`config.mk`:
```
export PLATFORM = sky130hd
export DESIGN_NAME = sprite_rom_burst
export DESIGN_NICKNAME = d
export VERILOG_FILES = /design/src/rtl/sprite_rom_burst.sv
export SDC_FILE = /design/constraint.sdc
export NUM_CORES = 1
export LEC_CHECK = 0
export ABC_AREA = 1
export ABC_CLOCK_PERIOD_IN_PS = 3100
export BUFFER_PORTS_ARGS = -buffer_cell sky130_fd_sc_hd__clkbuf_2
export CORE_AREA = 5 5 60 62
export CTS_CLUSTER_DIAMETER = 200
export DETAILED_ROUTE_END_ITERATION = 8
export DIE_AREA = 0 0 65 67
export PLACE_DENSITY = 0.59
export RECOVER_POWER = 50
export SLEW_MARGIN = 5
export SYNTH_ARGS = -nofsm -noshare
export SYNTH_HDL_FRONTEND = slang
export SYNTH_SLANG_ARGS = --single-unit
```
`constraint.sdc`:
```
create_clock -name clk -period 3.1 [get_ports clk]
set_input_delay 0.93 -clock clk [delete_from_list [all_inputs] [get_ports clk]]
set_output_delay 0.93 -clock clk [all_outputs]
set_load 0.05 [all_outputs]
```
`src/rtl/sprite_rom_burst.sv`:
```
// Sprite ROM with a burst fetch engine: one accepted request streams req_len
// consecutive words, one per cycle, with valid/last tags aligned to the data.
module sprite_rom_burst #(
    parameter string INIT_FILE  = "",
    parameter int    DATA_WIDTH = 16,
    parameter int    ADDR_WIDTH = 8,
    parameter int    MAX_BURST  = 64,
    parameter int    OUT_REG    = 0,
    localparam int   DEPTH      = 2 ** ADDR_WIDTH,
    localparam int   LEN_WIDTH  = $clog2(MAX_BURST + 1)
) (
    input  logic                  clk,
    input  logic                  reset,
    input  logic                  req_valid,
    output logic                  req_ready,
    input  logic [ADDR_WIDTH-1:0] req_base,
    input  logic [LEN_WIDTH-1:0]  req_len,
    output logic                  dout_valid,
    output logic [DATA_WIDTH-1:0] dout,
    output logic                  dout_last
);

    localparam int LAT = 1 + OUT_REG;

    typedef enum logic [1:0] {
        IDLE  = 2'd0,
        FETCH = 2'd1,
        DRAIN = 2'd2
    } state_t;

    logic [DATA_WIDTH-1:0] mem [DEPTH];

    state_t                state_reg, state_next;
    logic [ADDR_WIDTH-1:0] addr_reg, addr_next;
    logic [LEN_WIDTH-1:0]  remaining_reg, remaining_next;
    logic [LEN_WIDTH-1:0]  len_clamped;
    logic                  issue_valid;
    logic                  issue_last;

    // Tag and data pipeline; stage 0 is the ROM read register itself.
    logic [LAT-1:0]        valid_pipe;
    logic [LAT-1:0]        last_pipe;
    logic [DATA_WIDTH-1:0] data_pipe [LAT];

    assign len_clamped = (req_len > LEN_WIDTH'(MAX_BURST)) ? LEN_WIDTH'(MAX_BURST) : req_len;

    always_ff @(posedge clk or posedge reset) begin
        if (reset) begin
            state_reg     <= IDLE;
            addr_reg      <= '0;
            remaining_reg <= '0;
        end else begin
            state_reg     <= state_next;
            addr_reg      <= addr_next;
            remaining_reg <= remaining_next;
        end
    end

    always_comb begin
        state_next     = state_reg;
        addr_next      = addr_reg;
        remaining_next = remaining_reg;
        req_ready      = 1'b0;
        issue_valid    = 1'b0;
        issue_last     = 1'b0;
        case (state_reg)
            IDLE: begin
                req_ready = 1'b1;
                // Zero-length requests are consumed here without leaving IDLE.
                if (req_valid && (len_clamped != '0)) begin
                    addr_next      = req_base;
                    remaining_next = len_clamped;
                    state_next     = FETCH;
                end
            end
            FETCH: begin
                issue_valid    = 1'b1;
                addr_next      = addr_reg + ADDR_WIDTH'(1);
                remaining_next = remaining_reg - LEN_WIDTH'(1);
                if (remaining_reg == LEN_WIDTH'(1)) begin
                    issue_last = 1'b1;
                    state_next = (OUT_REG != 0) ? DRAIN : IDLE;
                end
            end
            DRAIN: begin
                state_next = IDLE;
            end
            default: begin
                state_next = IDLE;
            end
        endcase
    end

    // Data stages only load on a valid word so dout holds after the burst ends.
    always_ff @(posedge clk or posedge reset) begin
        if (reset) begin
            valid_pipe <= '0;
            last_pipe  <= '0;
            for (int i = 0; i < LAT; i++) begin
                data_pipe[i] <= '0;
            end
        end else begin
            valid_pipe[0] <= issue_valid;
            last_pipe[0]  <= issue_last;
            if (issue_valid) data_pipe[0] <= mem[addr_reg];
            for (int i = 1; i < LAT; i++) begin
                valid_pipe[i] <= valid_pipe[i-1];
                last_pipe[i]  <= last_pipe[i-1];
                if (valid_pipe[i-1]) data_pipe[i] <= data_pipe[i-1];
            end
        end
    end

    assign dout_valid = valid_pipe[LAT-1];
    assign dout_last  = last_pipe[LAT-1];
    assign dout       = data_pipe[LAT-1];

    always @(posedge clk) begin
        if (!reset && (state_reg == IDLE) && req_valid) begin
            assert (req_len <= LEN_WIDTH'(MAX_BURST))
            else $warning("sprite_rom_burst: req_len %0d exceeds MAX_BURST %0d, clamped",
                          req_len, MAX_BURST);
        end
    end

endmodule

```
==> metrics.cfg, run 1 <==
[global_routing]
grt_pass1_wl_mm = 2.57
track_usage_pct = 7.74
grt_pass1_vias = 580
overflow = 0
antenna_found_initial = 0
grt_start_max_net_pins = 18

[placed_design]
dp_hpwl_mm = 1.28
dp_slack_ns = 1.07
portBuffers = 12
place_congestion = 0.840

[job]
drv_cap = 0

[route]
wirelength_mm = 1.57
vias_per_cell = 4.45
drt_iter0_drc = 27
route.detailed.drc = 0
antenna_left = 0
drtPass1Iterations = 4
wl_per_cell_um = 10.3
vias = 676

[sta]
fmax_mhz = 434
final.setup.tns_ns = 0
skew_ns = 0.00143
drv_slew = 0
rsz0062_at_grt = false
finalSetupViolCount = 0
finalHoldViolCount = 0
finalCritPeriodShare_pct = 74.3
timing.final.ws_setup_ns = 0.797
period_needed_ns = 2.30

[finish]
final_cell_mix = 17 x nand2_1, 16 x nand3_1, 16 x conb_1
antennaDiodeCount = 0
largest_reg_flops = 7
mostFrequentLayoutCell = nand2_1
drive_gt1_share_pct = 24.4
synthToLayoutAreaGrowth_pct = 8.63
final_nets = 140

[synth]
avgSynthCellArea_um2 = 7.59
syn_area_um2 = 797
syn_inst = 105
synth-seq-cells = 10
synthTopCellsByArea = dfrtp_1 31%, buf_4 15%, nand3_1 10%
synth_top_area_share_pct = 31.4
synth_cell_types = 23
yosysSeqAreaShare_pct = 31.4
yosysTopAreaCell = dfrtp_1
yosys_warnings = 0

[clock_tree]
cts_sinks = 10
clk_pin_slew_ns = 0.07
cts_setup_buffers = 0
cts_tree = done
cts_buffers = 3
cts_max_path_buffers = 2
clk_latency_ns = 0.27
clock_tree.root_cell = clkbuf_4
cts_hold_buf = 0
htreeDepth = 1
ctsResizeCount = 0

[floorplanning]
coreArea_um2 = 2980
die_area_um2 = 4360
initial_utilization_pct = 26.8
io_pins = 37
rows = 20
die_h_um = 67
die_w_um = 65

[worst_setup_path]
cp_max_fo = 17
critPathLaunchType = flop
critPathArrivalTime_ns = 1.37
crit_path_max_incr_delay_ns = 0.47
critical_path.top_delay_family = buffers and inverters
critPathSlowestCell = dfrtp_1
path_class = flop to output port
path_cells = inv_2 -> clkbuf_2
cp_num_buf_inv = 2
end_kind = output port
worst-endpoint-required_ns = 2.17

[power]
power.leakage_nw = 0.450
vdd_drop_max_uv = 158
pwr_density_cell_nw_per_um2 = 787

[worst_hold_path]
hp-class = flop to flop

[outcome]
status = completed

-- through the flow --
stage	hold WS [ns]	power [W]	utilization (%)	instance area [um2]	instances
floorplan	0.489	0.000518	-	853	120
global placement	0.543	0.000558	27.9	830	148
detailed placement	0.547	0.000564	27.9	830	148
CTS	0.560	0.000687	29.1	866	152
global route	0.593	0.000740	29.1	866	152
finish	0.554	0.000681	29.1	866	152
-- tightest hold or removal path: stages, from the launching register on --
cell     delay, ns
dfrtp_1       0.32
inv_1         0.06
nand2_1       0.07
nand3_1       0.07
-- metal layers --
metal  vias up  share of wire, %  GRT usage, %  routed length (um)
met4         0               1.5          3.96                  23
met2        27                44          10.6                 683
met3         3               8.7          2.36                 136
met1       310                46          10.7                 724
li1        336                 -             -                   -
met5         -                 0             0                   0
-- cell usage after synthesis (all sizes together) --
cell type / n
nand2: 20
buf: 17
nand3: 17
nor2: 15
dfrtp: 10
inv: 9
nand4: 5
o21ai: 5
ha: 2
a21o: 1
a21oi: 1
conb: 1
nor3: 1
xnor2: 1
-- worst paths after layout --
kind	start	end	slack [ns]	cells after the start
max in group asynchronous	reset	remaining_reg[0]	2.23	2
min	remaining_reg[6]	remaining_reg[6]	0.55	3
min reg2reg	remaining_reg[6]	remaining_reg[6]	0.55	3
max	state_reg[0]	req_ready	0.80	2
min in group asynchronous	reset	dout_last	0.60	2
max reg2reg	remaining_reg[0]	remaining_reg[6]	1.76	7
-- power breakdown --
group / total, W / switching [W] / internal [W]
Clock: 0.000118 / 0.0000462 / 0.0000714
Sequential: 0.000234 / 0.0000506 / 0.000184
Combinational: 0.000329 / 0.000215 / 0.000114
-- kinds of logic (layout without fill, tap and decap cells) --
family                   Yosys count  in the layout  share of synthesized area (%)
buffers and inverters             26             25                           19.9
AO/OA/AOI/OAI                      7              7                           7.54
XOR/XNOR                           1              1                           1.10
flip-flops                        10             10                           31.4
adder cells (fa/ha/maj)            2              2                           3.14
other                              1             16                          0.471
AND/OR/NAND/NOR                   58             58                           36.4
-- cell type report --
type,count,area [um2]
Multi-Input combinational cell,84,444
Tap cell,33,41.3
Inverter,9,33.8
Clock buffer,4,36.3
Fill cell,319,2110
Timing Repair Buffer,12,60.1
Sequential cell,10,250
Note: power is estimated with default switching activity, not from simulation.
==> run 2: changes to the inputs <==
Settings changed: ABC_CLOCK_PERIOD_IN_PS 3100 to 2000, PLACE_DENSITY 0.59 to 0.61.
Clock period 3.1 ns to 2 ns, I/O delays scaled along.
==> metrics.cfg, run 2 (same netlist as run 1, synthesis figures left out) <==
[finish]
drive_gt1_share_pct = 25.0  ; +0.63 points
final_cell_mix = 17 x nand2_1, 16 x nand3_1, 16 x conb_1
instances_no_fill = 153  ; +0.66%
largest_reg_flops = 7  ; unchanged
synthToLayoutAreaGrowth_pct = 9.58
mostFrequentLayoutCell = nand2_1
final_util_pct = 29.3  ; +0.25 points
antennaDiodeCount = 0  ; unchanged
final_nets = 141  ; +0.71%

[clock_tree]
cts_setup_buffers = 0  ; unchanged
clk_latency_ns = 0.26  ; about the same
clk_pin_slew_ns = 0.06  ; about the same
clock_tree.root_cell = clkbuf_4
cts_max_path_buffers = 2  ; unchanged
cts_hold_buf = 0  ; unchanged
cts_sinks = 10  ; unchanged
cts_buffers = 3  ; unchanged
htreeDepth = 1  ; unchanged
ctsResizeCount = 0  ; unchanged
cts_tree = done

[sta]
skew_ns = 0.000338  ; -0.00109 ns
finalCritPeriodShare_pct = 85.7
final.setup.tns_ns = 0  ; unchanged
rsz0062_at_grt = false
period_needed_ns = 1.71
drv_slew = 0  ; unchanged
finalSetupViolCount = 0  ; unchanged
hold_slack_ns = 0.289  ; -0.266 ns
finalHoldViolCount = 0  ; unchanged
fmax_mhz = 584

[global_routing]
overflow = 0  ; unchanged
grt_pass1_vias = 599  ; +3.3%
grt_pass1_wl_mm = 2.44  ; -5.1%
antenna_found_initial = 0  ; unchanged
track_usage_pct = 7.47  ; -0.28 points
grt_start_max_net_pins = 17  ; -1

[floorplanning]
initial_utilization_pct = 26.8  ; unchanged
rows = 20  ; unchanged
io_pins = 37  ; unchanged
die_w_um = 65  ; unchanged
die_h_um = 67  ; unchanged
die_area_um2 = 4360  ; unchanged
coreArea_um2 = 2980  ; unchanged

[route]
vias = 668  ; -1.2%
drtPass1Iterations = 4  ; unchanged
wl_per_cell_um = 9.92  ; -3.9%
route.detailed.drc = 0  ; unchanged
wirelength_mm = 1.52  ; -3.3%
drt_iter0_drc = 13  ; -52%
antenna_left = 0  ; unchanged
vias_per_cell = 4.37  ; -1.8%

[worst_setup_path]
critical_path.top_delay_family = flip-flops
reg2reg_from = remaining_reg[0]
critPathLaunchType = flop
path_cells = inv_2 -> clkbuf_2
r2r_end = remaining_reg[6]
worst-endpoint-required_ns = 1.40  ; -0.77 ns
cp_num_buf_inv = 2  ; unchanged
crit_path_max_incr_delay_ns = 0.49  ; +0.02 ns
path_class = flop to output port
critPathSlowestCell = dfrtp_1
rr_worst_depth = 7  ; unchanged
end_kind = output port
critPathArrivalTime_ns = 1.11  ; -0.26 ns
cp_max_fo = 8  ; -9
r2r_setup_slack_ns = 0.69  ; -1.07 ns

[placed_design]
placedCellCount = 149  ; +0.68%
place_congestion = 0.782  ; -7.0%
dp_hpwl_mm = 1.27  ; -1.1%
portBuffers = 12  ; unchanged

[power]
power_w = 0.00105  ; +54%
pwr_density_cell_nw_per_um2 = 1200  ; +53%
vdd_drop_max_uv = 402  ; +150%
power.leakage_nw = 0.455  ; +1.2%

[outcome]
status = completed

[worst_hold_path]
hp-class = input port to async pin

[job]
drv_cap = 0  ; unchanged

[run 2: area by class of cell]
cell class                      count  area, um2
Clock buffer                        4       36.3
Fill cell                         336       2100
Inverter                            9       33.8
Multi-Input combinational cell     84        444
Sequential cell                    10        250
Tap cell                           33       41.3
Timing Repair Buffer               13       67.6
[run 2: per-layer routing]
| layer | up-vias | track usage, % | wire, um |
|---|---|---|---|
| met5 | - | 0 | 0 |
| met4 | 0 | 2.37 | 11 |
| met3 | 2 | 3.71 | 97 |
| met2 | 18 | 13.4 | 799 |
| met1 | 307 | 7.51 | 609 |
| li1 | 341 | - | - |
[run 2: worst max-delay path by stage]
stage / from / to / slack, ns / cells past startpoint
2_1_floorplan: state_reg[0] / req_ready / 0.48 / 2
3_3_place_gp: req_len[1] / remaining_reg[0] / 0.46 / 7
3_5_place_dp: req_len[1] / remaining_reg[0] / 0.43 / 7
4_1_cts: state_reg[0] / req_ready / 0.27 / 2
5_1_grt: state_reg[0] / req_ready / 0.23 / 2
6_report: state_reg[0] / req_ready / 0.29 / 2
[run 2: per-stage QoR]
step	setup slack (ns)	instance area, um2
6_report	0.286	873
5_1_grt	0.229	873
4_1_cts	0.275	873
3_5_place_dp	0.434	837
3_3_place_gp	0.456	837
2_1_floorplan	0.485	853
[run 2: where the power goes]
part	switching, W	leakage (nW)	internal [W]	total, W
Combinational	0.000334	0.320	0.000181	0.000515
Clock	0.0000652	0.0210	0.000110	0.000176
Sequential	0.0000753	0.115	0.000285	0.000360
==> run 3: changes to the inputs <==
Settings changed: ABC_CLOCK_PERIOD_IN_PS 2000 to 2100, PLACE_DENSITY 0.61 to 0.59, SETUP_SLACK_MARGIN from default to 0.5.
Clock period 2 ns to 2.1 ns, I/O delays scaled along.
==> metrics.cfg, run 3 (same netlist as run 1, synthesis figures left out) <==
[finish]
drive_gt1_share_pct = 25.6  ; +0.62 points
synthToLayoutAreaGrowth_pct = 11.3
mostFrequentLayoutCell = nand2_1
multiInputGateArea_um2 = 444  ; unchanged
fin_area_um2 = 887  ; +1.6%
layout.area.seq_um2 = 251  ; +0.50%
final_nets = 142  ; +0.71%
final_cell_mix = 17 x nand2_1, 16 x nand3_1, 16 x conb_1
largest_reg_flops = 7  ; unchanged
num-fill-cells = 333  ; -0.89%
antennaDiodeCount = 0  ; unchanged

[sta]
finalCritPeriodShare_pct = 73.0
fmax_mhz = 653
period_needed_ns = 1.53
final.setup.tns_ns = 0  ; unchanged
rsz0062_at_grt = false
finalHoldViolCount = 0  ; unchanged
finalSetupViolCount = 0  ; unchanged
skew_ns = 0.00571  ; +0.00537 ns
drv_slew = 0  ; unchanged

[worst_setup_path]
critPathSlowestCell = dfrtp_2
cp_num_buf_inv = 2  ; unchanged
critPathArrivalTime_ns = 0.90  ; -0.21 ns
critical_path.top_delay_family = flip-flops
cp_max_fo = 2  ; -6
critPathLaunchType = flop
end_kind = output port
worst-endpoint-required_ns = 1.47  ; +0.07 ns
crit_path_max_incr_delay_ns = 0.41  ; -0.08 ns
path_cells = inv_2 -> clkbuf_8
path_class = flop to output port

[placed_design]
placed_cell_area_um2 = 837  ; unchanged
portBuffers = 12  ; unchanged
dp_hpwl_mm = 1.28  ; +1.2%
place_congestion = 0.844  ; +8.0%

[floorplanning]
rows = 20  ; unchanged
io_pins = 37  ; unchanged
die_area_um2 = 4360  ; unchanged
die_h_um = 67  ; unchanged
initial_utilization_pct = 26.8  ; unchanged
die_w_um = 65  ; unchanged
coreArea_um2 = 2980  ; unchanged

[power]
power.leakage_nw = 0.458  ; +0.68%
pwr_density_cell_nw_per_um2 = 1140  ; -5.6%
vdd_drop_max_uv = 241  ; -40%

[global_routing]
grt_pass1_vias = 569  ; -5.0%
overflow = 0  ; unchanged
track_usage_pct = 7.33  ; -0.14 points
grt_pass1_wl_mm = 2.50  ; +2.3%
antenna_found_initial = 0  ; unchanged
grt_start_max_net_pins = 17  ; unchanged

[route]
antenna_left = 0  ; unchanged
drt_iter0_drc = 17  ; +4
route.detailed.drc = 0  ; unchanged
wl_per_cell_um = 9.92  ; about the same
vias_per_cell = 4.22  ; -3.3%
vias = 650  ; -2.7%
wirelength_mm = 1.53  ; +0.66%
drtPass1Iterations = 4  ; unchanged

[clock_tree]
cts_max_path_buffers = 2  ; unchanged
clock_tree.root_cell = clkbuf_4
cts_sinks = 10  ; unchanged
cts_buffers = 3  ; unchanged
htreeDepth = 1  ; unchanged
clk_pin_slew_ns = 0.07  ; about the same
clk_latency_ns = 0.26  ; about the same
cts_tree = done

[outcome]
status = completed

[worst_hold_path]
hp-class = input port to async pin

[job]
drv_cap = 0  ; unchanged

-- run 3: cell count changes in the layout (fill, tap and decap cells not counted) --
cell | previous run | this run
dfrtp_1 | 10 | 9
clkbuf_2 | 12 | 11
clkbuf_1 | 0 | 1
dfrtp_2 | 0 | 1
clkbuf_8 | 1 | 2
-- run 3: stage by stage --
| step | total power, W | instances | util (%) | hold slack [ns] | setup slack, ns |
|---|---|---|---|---|---|
| global placement | 0.000827 | 149 | 28.1 | 0.543 | 0.523 |
| finish | 0.00101 | 154 | 29.8 | 0.308 | 0.568 |
| floorplan | 0.000764 | 120 | - | 0.470 | 0.555 |
| detailed placement | 0.000838 | 149 | 28.1 | 0.543 | 0.512 |
| global route | 0.00110 | 154 | 29.8 | 0.364 | 0.534 |
| CTS | 0.00102 | 154 | 29.9 | 0.326 | 0.552 |
-- run 3: path summary, 6_finish.rpt --
| kind | startpoint | end | slack (ns) | cells after the start |
|---|---|---|---|---|
| max | state_reg[0] | req_ready | 0.57 | 2 |
| min | reset | dout_valid | 0.31 | 2 |
| max reg2reg | remaining_reg[0] | remaining_reg[6] | 0.78 | 7 |
| min reg2reg | remaining_reg[6] | remaining_reg[6] | 0.55 | 3 |
| max in group asynchronous | reset | state_reg[0] | 1.50 | 2 |
| min in group clk | remaining_reg[6] | remaining_reg[6] | 0.55 | 3 |
-- run 3: area by class of cell --
class / count / share of cell area, %
Tap cell: 33 / 4.65
Multi-Input combinational cell: 84 / 50.1
Inverter: 9 / 3.81
Clock buffer: 4 / 4.09
Timing Repair Buffer: 14 / 9.03
Sequential cell: 10 / 28.3
-- run 3: timing repair --
| action | CTS | global route |
|---|---|---|
| setup endpoints to repair | 1 | 0 |
| hold buffers | 0 | 0 |
| setup buffers | 1 | 0 |
| resized for setup | 3 | 0 |
-- run 3: power by group --
part	internal, W	switching, W	total, W
combinational	0.000177	0.000319	0.000496
sequential	0.000272	0.0000706	0.000342
clock	0.000105	0.0000641	0.000169
-- run 3: layer usage --
layer	vias to the layer above	share of wire (%)	routed length [um]	global-route usage (%)
li1	342	-	-	-
met1	282	50	762	10.1
met2	24	43	658	11.0
met3	2	6.0	92	2.02
met4	0	0.85	13	2.37
met5	-	0	0	0
